--- src/rtl/axi_write_responder_if.sv ---
// Bundle of the AW/W/B channels plus the registered write-sink port of the AXI write responder.
// The slave modport is the responder's view; the master modport is the requesting side's view.
interface axi_write_responder_if #(
    parameter int ID_WIDTH   = 4,
    parameter int DATA_WIDTH = 64
);
    logic                      aw_valid_i;
    logic                      aw_ready_o;
    logic [ID_WIDTH-1:0]       aw_id_i;
    logic [7:0]                aw_len_i;

    logic                      w_valid_i;
    logic                      w_ready_o;
    logic [DATA_WIDTH-1:0]     w_data_i;
    logic [DATA_WIDTH/8-1:0]   w_strb_i;
    logic                      w_last_i;

    logic                      b_valid_o;
    logic                      b_ready_i;
    logic [ID_WIDTH-1:0]       b_id_o;
    logic [1:0]                b_resp_o;

    logic                      wr_en_o;
    logic [DATA_WIDTH-1:0]     wr_data_o;
    logic [DATA_WIDTH/8-1:0]   wr_strb_o;

    modport slave (
        input  aw_valid_i, aw_id_i, aw_len_i,
        input  w_valid_i, w_data_i, w_strb_i, w_last_i,
        input  b_ready_i,
        output aw_ready_o, w_ready_o, b_valid_o, b_id_o, b_resp_o,
        output wr_en_o, wr_data_o, wr_strb_o
    );

    modport master (
        output aw_valid_i, aw_id_i, aw_len_i,
        output w_valid_i, w_data_i, w_strb_i, w_last_i,
        output b_ready_i,
        input  aw_ready_o, w_ready_o, b_valid_o, b_id_o, b_resp_o,
        input  wr_en_o, wr_data_o, wr_strb_o
    );
endinterface

--- src/rtl/axi_write_responder.sv ---
// AXI write-path terminator: queues AW requests, consumes the matching W beats into a
// registered write sink and returns one B response per burst (SLVERR on a WLAST mismatch).
module axi_write_responder #(
    parameter int ID_WIDTH   = 4,
    parameter int DATA_WIDTH = 64,
    parameter int AW_DEPTH   = 4
) (
    input  logic                 clk_i,
    input  logic                 rst_i,
    axi_write_responder_if.slave bus
);
    localparam int STRB_WIDTH = DATA_WIDTH / 8;
    localparam int PTR_W      = (AW_DEPTH > 1) ? $clog2(AW_DEPTH) : 1;
    localparam int CNT_W      = $clog2(AW_DEPTH + 1);

    typedef enum logic [1:0] {
        IDLE = 2'd0,
        DATA = 2'd1,
        RESP = 2'd2
    } state_t;

    logic [ID_WIDTH-1:0]   q_id  [AW_DEPTH];
    logic [7:0]            q_len [AW_DEPTH];
    logic [PTR_W-1:0]      wr_ptr_q;
    logic [PTR_W-1:0]      rd_ptr_q;
    logic [CNT_W-1:0]      count_q;
    logic [CNT_W-1:0]      count_d;
    logic                  aw_ready_q;
    logic                  push;
    logic                  pop;
    logic [ID_WIDTH-1:0]   head_id;
    logic [7:0]            head_len;

    state_t                state_q;
    state_t                state_d;
    logic [7:0]            cnt_q;
    logic                  err_q;
    logic [ID_WIDTH-1:0]   b_id_q;
    logic [1:0]            b_resp_q;
    logic                  wr_en_q;
    logic [DATA_WIDTH-1:0] wr_data_q;
    logic [STRB_WIDTH-1:0] wr_strb_q;

    logic                  w_ready;
    logic                  b_valid;
    logic                  load_burst;
    logic                  beat_acc;
    logic                  final_beat;
    logic                  mismatch;

    function automatic logic [PTR_W-1:0] ptr_inc(input logic [PTR_W-1:0] p);
        if (p == PTR_W'(AW_DEPTH - 1)) begin
            return '0;
        end
        return p + PTR_W'(1);
    endfunction

    assign push     = bus.aw_valid_i & aw_ready_q;
    assign head_id  = q_id[rd_ptr_q];
    assign head_len = q_len[rd_ptr_q];

    always_comb begin
        count_d = count_q;
        if (push && !pop) begin
            count_d = count_q + CNT_W'(1);
        end else if (!push && pop) begin
            count_d = count_q - CNT_W'(1);
        end
    end

    // aw_ready is registered from the next occupancy, so a pop never reaches it combinationally.
    always_ff @(posedge clk_i or posedge rst_i) begin
        if (rst_i) begin
            wr_ptr_q   <= '0;
            rd_ptr_q   <= '0;
            count_q    <= '0;
            aw_ready_q <= 1'b0;
        end else begin
            if (push) begin
                wr_ptr_q <= ptr_inc(wr_ptr_q);
            end
            if (pop) begin
                rd_ptr_q <= ptr_inc(rd_ptr_q);
            end
            count_q    <= count_d;
            aw_ready_q <= (count_d != CNT_W'(AW_DEPTH));
        end
    end

    always_ff @(posedge clk_i) begin
        if (push) begin
            q_id[wr_ptr_q]  <= bus.aw_id_i;
            q_len[wr_ptr_q] <= bus.aw_len_i;
        end
    end

    always_ff @(posedge clk_i or posedge rst_i) begin
        if (rst_i) begin
            state_q <= IDLE;
        end else begin
            state_q <= state_d;
        end
    end

    // A beat closes the burst when the counter runs out or WLAST arrives, whichever is first.
    always_comb begin
        state_d    = state_q;
        w_ready    = 1'b0;
        b_valid    = 1'b0;
        pop        = 1'b0;
        load_burst = 1'b0;
        beat_acc   = 1'b0;
        final_beat = 1'b0;
        mismatch   = 1'b0;
        unique case (state_q)
            IDLE: begin
                if (count_q != '0) begin
                    load_burst = 1'b1;
                    state_d    = DATA;
                end
            end
            DATA: begin
                w_ready = 1'b1;
                if (bus.w_valid_i) begin
                    beat_acc   = 1'b1;
                    final_beat = (cnt_q == 8'd0) || bus.w_last_i;
                    mismatch   = (cnt_q == 8'd0) != bus.w_last_i;
                    if (final_beat) begin
                        pop     = 1'b1;
                        state_d = RESP;
                    end
                end
            end
            RESP: begin
                b_valid = 1'b1;
                if (bus.b_ready_i) begin
                    state_d = IDLE;
                end
            end
            default: begin
                state_d = IDLE;
            end
        endcase
    end

    always_ff @(posedge clk_i or posedge rst_i) begin
        if (rst_i) begin
            cnt_q    <= 8'd0;
            err_q    <= 1'b0;
            b_id_q   <= '0;
            b_resp_q <= 2'b00;
        end else begin
            if (load_burst) begin
                cnt_q <= head_len;
                err_q <= 1'b0;
            end else if (beat_acc) begin
                if (final_beat) begin
                    b_id_q   <= head_id;
                    b_resp_q <= (err_q || mismatch) ? 2'b10 : 2'b00;
                end else begin
                    cnt_q <= cnt_q - 8'd1;
                    err_q <= err_q | mismatch;
                end
            end
        end
    end

    // Sink data/strobes keep the last accepted beat; only the enable pulses.
    always_ff @(posedge clk_i or posedge rst_i) begin
        if (rst_i) begin
            wr_en_q   <= 1'b0;
            wr_data_q <= '0;
            wr_strb_q <= '0;
        end else begin
            wr_en_q <= beat_acc;
            if (beat_acc) begin
                wr_data_q <= bus.w_data_i;
                wr_strb_q <= bus.w_strb_i;
            end
        end
    end

    assign bus.aw_ready_o = aw_ready_q;
    assign bus.w_ready_o  = w_ready;
    assign bus.b_valid_o  = b_valid;
    assign bus.b_id_o     = b_id_q;
    assign bus.b_resp_o   = b_resp_q;
    assign bus.wr_en_o    = wr_en_q;
    assign bus.wr_data_o  = wr_data_q;
    assign bus.wr_strb_o  = wr_strb_q;
endmodule

--- src/flat_wrapper.sv ---
// flat-port wrapper written by rule: the top's interface ports become plain ports
module axi_write_responder_flat 
#(
    parameter int ID_WIDTH   = 4,
    parameter int DATA_WIDTH = 64,
    parameter int AW_DEPTH   = 4
)
  (clk_i, rst_i, bus_aw_valid_i, bus_aw_id_i, bus_aw_len_i, bus_w_valid_i, bus_w_data_i, bus_w_strb_i, bus_w_last_i, bus_b_ready_i, bus_aw_ready_o, bus_w_ready_o, bus_b_valid_o, bus_b_id_o, bus_b_resp_o, bus_wr_en_o, bus_wr_data_o, bus_wr_strb_o);
  axi_write_responder_if #(.ID_WIDTH(ID_WIDTH), .DATA_WIDTH(DATA_WIDTH)) bus_i ();
  input  logic clk_i;
  input  logic rst_i;
  input wire logic [$bits(bus_i.aw_valid_i)-1:0] bus_aw_valid_i;
  input wire logic [$bits(bus_i.aw_id_i)-1:0] bus_aw_id_i;
  input wire logic [$bits(bus_i.aw_len_i)-1:0] bus_aw_len_i;
  input wire logic [$bits(bus_i.w_valid_i)-1:0] bus_w_valid_i;
  input wire logic [$bits(bus_i.w_data_i)-1:0] bus_w_data_i;
  input wire logic [$bits(bus_i.w_strb_i)-1:0] bus_w_strb_i;
  input wire logic [$bits(bus_i.w_last_i)-1:0] bus_w_last_i;
  input wire logic [$bits(bus_i.b_ready_i)-1:0] bus_b_ready_i;
  output wire logic [$bits(bus_i.aw_ready_o)-1:0] bus_aw_ready_o;
  output wire logic [$bits(bus_i.w_ready_o)-1:0] bus_w_ready_o;
  output wire logic [$bits(bus_i.b_valid_o)-1:0] bus_b_valid_o;
  output wire logic [$bits(bus_i.b_id_o)-1:0] bus_b_id_o;
  output wire logic [$bits(bus_i.b_resp_o)-1:0] bus_b_resp_o;
  output wire logic [$bits(bus_i.wr_en_o)-1:0] bus_wr_en_o;
  output wire logic [$bits(bus_i.wr_data_o)-1:0] bus_wr_data_o;
  output wire logic [$bits(bus_i.wr_strb_o)-1:0] bus_wr_strb_o;
  assign bus_i.aw_valid_i = bus_aw_valid_i;
  assign bus_i.aw_id_i = bus_aw_id_i;
  assign bus_i.aw_len_i = bus_aw_len_i;
  assign bus_i.w_valid_i = bus_w_valid_i;
  assign bus_i.w_data_i = bus_w_data_i;
  assign bus_i.w_strb_i = bus_w_strb_i;
  assign bus_i.w_last_i = bus_w_last_i;
  assign bus_i.b_ready_i = bus_b_ready_i;
  assign bus_aw_ready_o = bus_i.aw_ready_o;
  assign bus_w_ready_o = bus_i.w_ready_o;
  assign bus_b_valid_o = bus_i.b_valid_o;
  assign bus_b_id_o = bus_i.b_id_o;
  assign bus_b_resp_o = bus_i.b_resp_o;
  assign bus_wr_en_o = bus_i.wr_en_o;
  assign bus_wr_data_o = bus_i.wr_data_o;
  assign bus_wr_strb_o = bus_i.wr_strb_o;
  axi_write_responder #(.ID_WIDTH(ID_WIDTH), .DATA_WIDTH(DATA_WIDTH), .AW_DEPTH(AW_DEPTH)) u_core (.clk_i(clk_i), .rst_i(rst_i), .bus(bus_i));
endmodule
--- config.mk ---
export PLATFORM = sky130hd
export DESIGN_NAME = axi_write_responder_flat
export DESIGN_NICKNAME = d
export VERILOG_FILES = /design/src/rtl/axi_write_responder_if.sv /design/src/rtl/axi_write_responder.sv /design/src/flat_wrapper.sv
export SDC_FILE = /design/constraint.sdc
export NUM_CORES = 1
export LEC_CHECK = 0
export CAP_MARGIN = 20
export CORE_AREA = 2 2 142 144
export DETAILED_ROUTE_END_ITERATION = 10
export DIE_AREA = 0 0 144 146
export HOLD_SLACK_MARGIN = 0.03
export SETUP_SLACK_MARGIN = 0.5
export SYNTH_ARGS = -nofsm -noshare
export SYNTH_HDL_FRONTEND = slang
export SYNTH_SLANG_ARGS = --single-unit
--- constraint.sdc ---
create_clock -name clk_i -period 3.15 [get_ports clk_i]
set_clock_uncertainty 0.2 [all_clocks]
set_input_delay 0.63 -clock clk_i [delete_from_list [all_inputs] [get_ports clk_i]]
set_output_delay 0.63 -clock clk_i [all_outputs]
set_load 0.01 [all_outputs]
### Yosys cells after proc, flatten, opt, wreduce, memory -nomap -nowiden

Memory sizes are Yosys's and may differ from the RTL's. A register that Yosys moved wholly into a read port is not among the register bits.
Index checks and enable logic that the tools add are counted.

| word-level totals | value |
|---|---|
| input bits | 90 |
| memory bits (writable) | 48 |
| memories kept | 2 |
| register bits after elaboration | 94 |
| output and inout bits | 82 |

| cells by class | value |
|---|---|
| multiplexer cells | 37 |
| eq/ne operators | 11 |
| $add $sub $neg | 5 |
| reduce and logical (&&, ||, !) cells | 13 |
| bitwise logic cells | 3 |

Memory list:

| name | words | width | rd ports | clocked after memory_dff | write ports | RTL line | text |
|---|---|---|---|---|---|---|---|
| u_core.q_len | 4 | 8 | 1 | 0 | 1 | axi_write_responder.sv:23 | `logic [7:0] q_len [AW_DEPTH];` |
| u_core.q_id | 4 | 4 | 1 | 1 | 1 | axi_write_responder.sv:22 | `logic [ID_WIDTH-1:0] q_id [AW_DEPTH];` |

Operator list:

| cell | count |
|---|---|
| 8-bit two-way mux | 3 |
| 1-bit two-way mux | 22 |
| 2-bit two-way mux | 9 |
| 8-bit logical NOT | 1 |
| 8-bit by 1-bit subtractor with 8-bit output, second input constant | 1 |
| 2-bit equality test, second input constant | 3 |
| 3-bit two-way mux | 2 |
| 2-bit by 1-bit != test with 1-bit output, second input constant | 3 |
| 2-bit one-hot mux with 3 select lines | 1 |
| 2-bit by 1-bit adder with 2-bit output, second input constant | 2 |
| 2-bit != test, second input constant | 2 |
| 4-bit AND reduction | 1 |
| 3-bit by 1-bit adder with 3-bit output, second input constant | 1 |
| 3-bit != test, second input constant | 1 |
| 3-bit AND reduction | 1 |
| 3-bit nonzero test | 1 |
| 3-bit by 1-bit subtractor with 3-bit output, second input constant | 1 |
| 2-bit by 1-bit equality test with 1-bit output, second input constant | 1 |
| 1-bit logical AND | 2 |
| 1-bit logical NOT | 2 |
| 2-bit logical NOT | 1 |
| 1-bit logical OR | 2 |
| 2-bit AND reduction | 1 |
| 2-bit nonzero test | 1 |
| other kinds (4) | 4 |

### Longest topological paths before layout

| logic depth | value |
|---|---|
| word-level depth | 9 |
| gate-level depth with buffers | 9 |
| mapped depth without buffers | 8 |

### Least setup slack after synthesis

No wires, ideal clock.

| path | value |
|---|---|
| path kind | register to register |
| start | register u_core.cnt_q[4] |
| end | register u_core.aw_ready_q (netlist: u_core.bus.aw_ready_o) |
| data required time | 2.818 ns |
| slack | 0.699 ns |
| arrival | 2.119 ns |
| period minus slack after synthesis | 2.451 ns |
| stages on the path, launching flop included | 8 |
| cells stage by stage | dfrtp_1 -> nor4_1 -> nand3_1 -> ha_1 -> nand4bb_1 -> mux2i_1 -> xnor2_1 -> or3b_1 |

| on the way | value |
|---|---|
| cells in the longest elaborated chain, start to end | 9 |

Ends and longest elaborated chain:

| item | RTL line | text |
|---|---|---|
| start, declared | axi_write_responder.sv:36 | `logic [7:0] cnt_q;` |
| start signal, assigned | axi_write_responder.sv:154 | `cnt_q <= head_len;` |
| start signal, assigned | axi_write_responder.sv:161 | `cnt_q <= cnt_q - 8'd1;` |
| 8-bit logical NOT (*) | axi_write_responder.sv:126 | `final_beat = (cnt_q == 8'd0) \|\| bus.w_last_i;` |
| 1-bit logical OR (*) | axi_write_responder.sv:126 |  |
| 1-bit two-way mux (*) | axi_write_responder.sv:128 | `if (final_beat) begin` |
| 1-bit two-way mux (*) | axi_write_responder.sv:124 | `if (bus.w_valid_i) begin` |
| 1-bit two-way mux (*) | axi_write_responder.sv:115 | `unique case (state_q)` |
| 1-bit logical AND / 1-bit logical NOT (equally long branches) | axi_write_responder.sv:66, axi_write_responder.sv:64 |  |
| 3-bit two-way mux / 1-bit logical AND (equally long branches) | axi_write_responder.sv:66, axi_write_responder.sv:64 |  |
| 3-bit two-way mux (*) | axi_write_responder.sv:64 | `if (push && !pop) begin` |
| via u_core.count_d[2] | axi_write_responder.sv:27 | `logic [CNT_W-1:0] count_d;` |
| 3-bit != test (*) | axi_write_responder.sv:86 | `aw_ready_q <= (count_d != CNT_W'(AW_DEPTH));` |
| end signal, assigned | axi_write_responder.sv:86 |  |
| end, declared | axi_write_responder.sv:28 | `logic aw_ready_q;` |

Mark *: on every way through the listed nets, which the timed path passes. The rest lies on a longest branch.
A chain may end at the register's enable or synchronous reset.

### Final worst setup path

| path | value |
|---|---|
| start | register u_core.state_q[1] |
| end | output bus_w_ready_o |

| on the way | value |
|---|---|
| cells in the longest elaborated chain, start to end | 2 |

Ends and longest elaborated chain:

| item | RTL line | text |
|---|---|---|
| start, declared | axi_write_responder.sv:34 | `state_t state_q;` |
| start signal, assigned | axi_write_responder.sv:101 | `state_q <= state_d;` |
| 2-bit by 1-bit equality test with 1-bit output | axi_write_responder.sv:115 |  |
| 1-bit two-way mux | axi_write_responder.sv:115 |  |
| end, declared | flat_wrapper.sv:21 | `output wire logic [$bits(bus_i.w_ready_o)-1:0] bus_w_ready_o;` |

No other way between the ends.

==> flow_summary.yaml <==
drt:
  via_per_inst: 4.37
  ant_nets: 0
  first_iter_violations: 185
  wl_per_cell_microns: 15.8
  drc_errors: 0
  vias: 3587
  drt_pass1_iterations: 4
  wl_mm: 13.0
worst_setup_path:
  startpoint_type: "flip-flop"
  crit_path_end_kind: "output pin"
  cpMaxStageDelayCell: "clkdlybuf4s50_1"
  crit_family: "buffers and inverters"
  crit_buf_inv: 1
  crit_required_ps: 2320
  slowest_delay_ps: 580
  crit_type: "reg -> out"
  cp.arrival_ps: 1740
  path_cells: "and2b_2 -> clkdlybuf4s50_1"
  critPathMaxFanout: 8
clock_network:
  clkSinkCount: 145
  cts_root_buf: "clkbuf_16"
  cts_buffers: 17
  clk-insertion-delay-late_ps: 410
  clk_path_buf_depth: 2
  clk_pin_slew_ps: 60
  cts_tree: "yes"
  h-tree-depth: 4
global_route:
  grt_max_degree: 98
  grt_pass1_vias: 3873
  antenna_found_initial: 0
  grt_pass1_wl_mm: 20.3
  gr-total-overflow: 0
  track_usage: 0.126
yosys:
  synth.distinct_cells: 40
  synth_top_area_cell: "dfrtp_1"
  synth_seq_cells: 145
  postSynthAreaPerCell_sq_um: 16.0
  synth_area_leaders: "dfrtp_1 (42%), edfxtp_1 (25%), mux2_2 (14%)"
  synth_top_area_share: 0.421
  synth_warnings: 0
  yosysSeqAreaShare: 0.671
  synth_cells: 361
  syn_nets: 461
  async_flop_share: 0.669
  synth_flop_cell: "dfrtp_1"
  syn_area_sq_um: 5770
  synth_edf_count: 48
power_and_ir_drop:
  power.leakage_uw: 0.00333
  vdd_drop_max_v: 0.000398
  p_total_uw: 8260
  power.density_nw_per_um2: 980
floorplanning:
  die_area_sq_um: 21000
  core_area_sq_um: 19300
  start_util: 0.298
  die_h_microns: 146
  fp.dieW_microns: 144
  rows: 51
  pin_count: 172
sta:
  final.min_clock_period_ps: 2570
  setup-violations-final: 0
  hold_viol_final: 0
  setup_ws_ps: 579
  max_slew.worst_pin.slew_ps: 660
  timing.fmax_ghz: 0.389
  rsz0062_at_grt: "true"
  slew_violations: 0
  final.setup.tns_ps: 0
  period_share: 0.816
  slew-limit-headroom: 0.560
finish:
  area_growth_pct: 46.1
  drive_gt1_frac: 0.239
  diodes: 0
  layout.nets: 643
placed_design:
  dp_hpwl_mm: 9.31
  routabilityCongestion: 0.737
  place_ws_ps: 262
  port_buffers: 170
outcome:
  status: "finished clean"
run:
  maxCapViolCount: 0
worst_hold_path:
  hp-class: "reg -> reg"
layer usage:
metal  GRT usage  vias to the layer above  share of wire
met5           0                        -              0
met4      0.0426                        0          0.012
met3      0.0441                       13          0.084
met2       0.214                      143           0.48
met1       0.149                     1761           0.42
li1            -                     1670              -
worst paths after layout:
path / from / end / slack (ps) / depth (start not counted)
worst max-delay path: u_core.state_q[1] / bus_w_ready_o / 580 / 2
worst min-delay path: u_core.count_q[2] / u_core.count_q[2] / 290 / 1
worst max register to register: u_core.cnt_q[2] / u_core.bus.aw_ready_o / 620 / 7
worst min register to register: u_core.count_q[2] / u_core.count_q[2] / 290 / 1
max in group asynchronous: rst_i / u_core.state_q[0] / 1840 / 3
min in group asynchronous: rst_i / u_core.bus.wr_data_o[59] / 510 / 3
synthesized netlist by cell type, types with 2 or more instances:
library cell,instances
nor3_1,2
and2_1,2
a21oi_1,2
o21ai_0,9
inv_1,12
nand3_1,6
buf_2,3
ha_1,10
mux4_2,12
nor2_1,8
a221oi_1,2
o211ai_1,2
clkbuf_1,2
dfrtp_1,97
and3_1,5
nand2b_1,2
nor4_1,2
xnor2_1,5
mux2_2,73
edfxtp_1,48
xor2_1,2
or3_1,2
buf_4,9
nand2_1,28
state kept, by name, summed over array words and instances, names as in the netlist:
signal	cells
u_core.rd_ptr_q	2
u_core.bus.aw_ready_o	1
u_core.err_q	1
u_core.q_len	32
u_core.bus.wr_strb_o	8
u_core.bus.wr_data_o	64
u_core.wr_ptr_q	2
u_core.q_id	16
u_core.bus.b_id_o	4
u_core.bus.wr_en_o	1
u_core.count_q	3
u_core.bus.b_resp_o	1
u_core.cnt_q	8
u_core.state_q	2
timing repair:
action / in CTS / in global routing
endpoints found under the hold margin: 0 / 0
hold buffers: 0 / 0
pin swaps: 0 / 0
setup endpoints to repair: 1 / 2
buffers inserted: 0 / 0
resized for setup: 2 / 3
layout make-up:
cell class              instances  area (sq um)
fillers                      1783         10900
repair buffers                178          1790
multi-input cells             189          1790
clock inverters                15           173
well taps                     265           332
clock buffers                  17           425
inverters                      12          48.8
flip-flops and latches        145          3870
through the flow:
step / area, sq um / std cells / hold slack, ps / util
floorplan: 5770 / 361 / 259 / -
global placement: 7800 / 789 / 280 / 0.403
detailed placement: 7800 / 789 / 277 / 0.403
CTS: 8410 / 821 / 292 / 0.435
global route: 8420 / 821 / 318 / 0.436
finish: 8420 / 821 / 286 / 0.436
cell usage in the layout (no fill, tap or decap), types with 10 or more instances in the layout:
master and n:
clkbuf_16 17, clkdlybuf4s50_1 170, nand2_1 27, inv_1 11
edfxtp_1 48, dfrtp_1 96, ha_1 10, mux2_2 73
mux4_2 12
power by group:
part / switching [uW] / leakage, uW / internal [uW]
Clock: 834 / 0.000286 / 1190
Sequential: 455 / 0.00159 / 2700
Combinational: 1220 / 0.00146 / 1850
Total: 2510 / 0.00333 / 5740
kinds of logic after synthesis:
family,Yosys count,synth area share
compound gates,18,0.0191
xor+xnor,7,0.0106
fa+ha+maj,11,0.0234
buf+inv,27,0.0241
flops,145,0.671
mux,86,0.191
other cells,1,0.000650
simple gates,66,0.0599
Note: power is estimated with default switching activity, not from simulation.
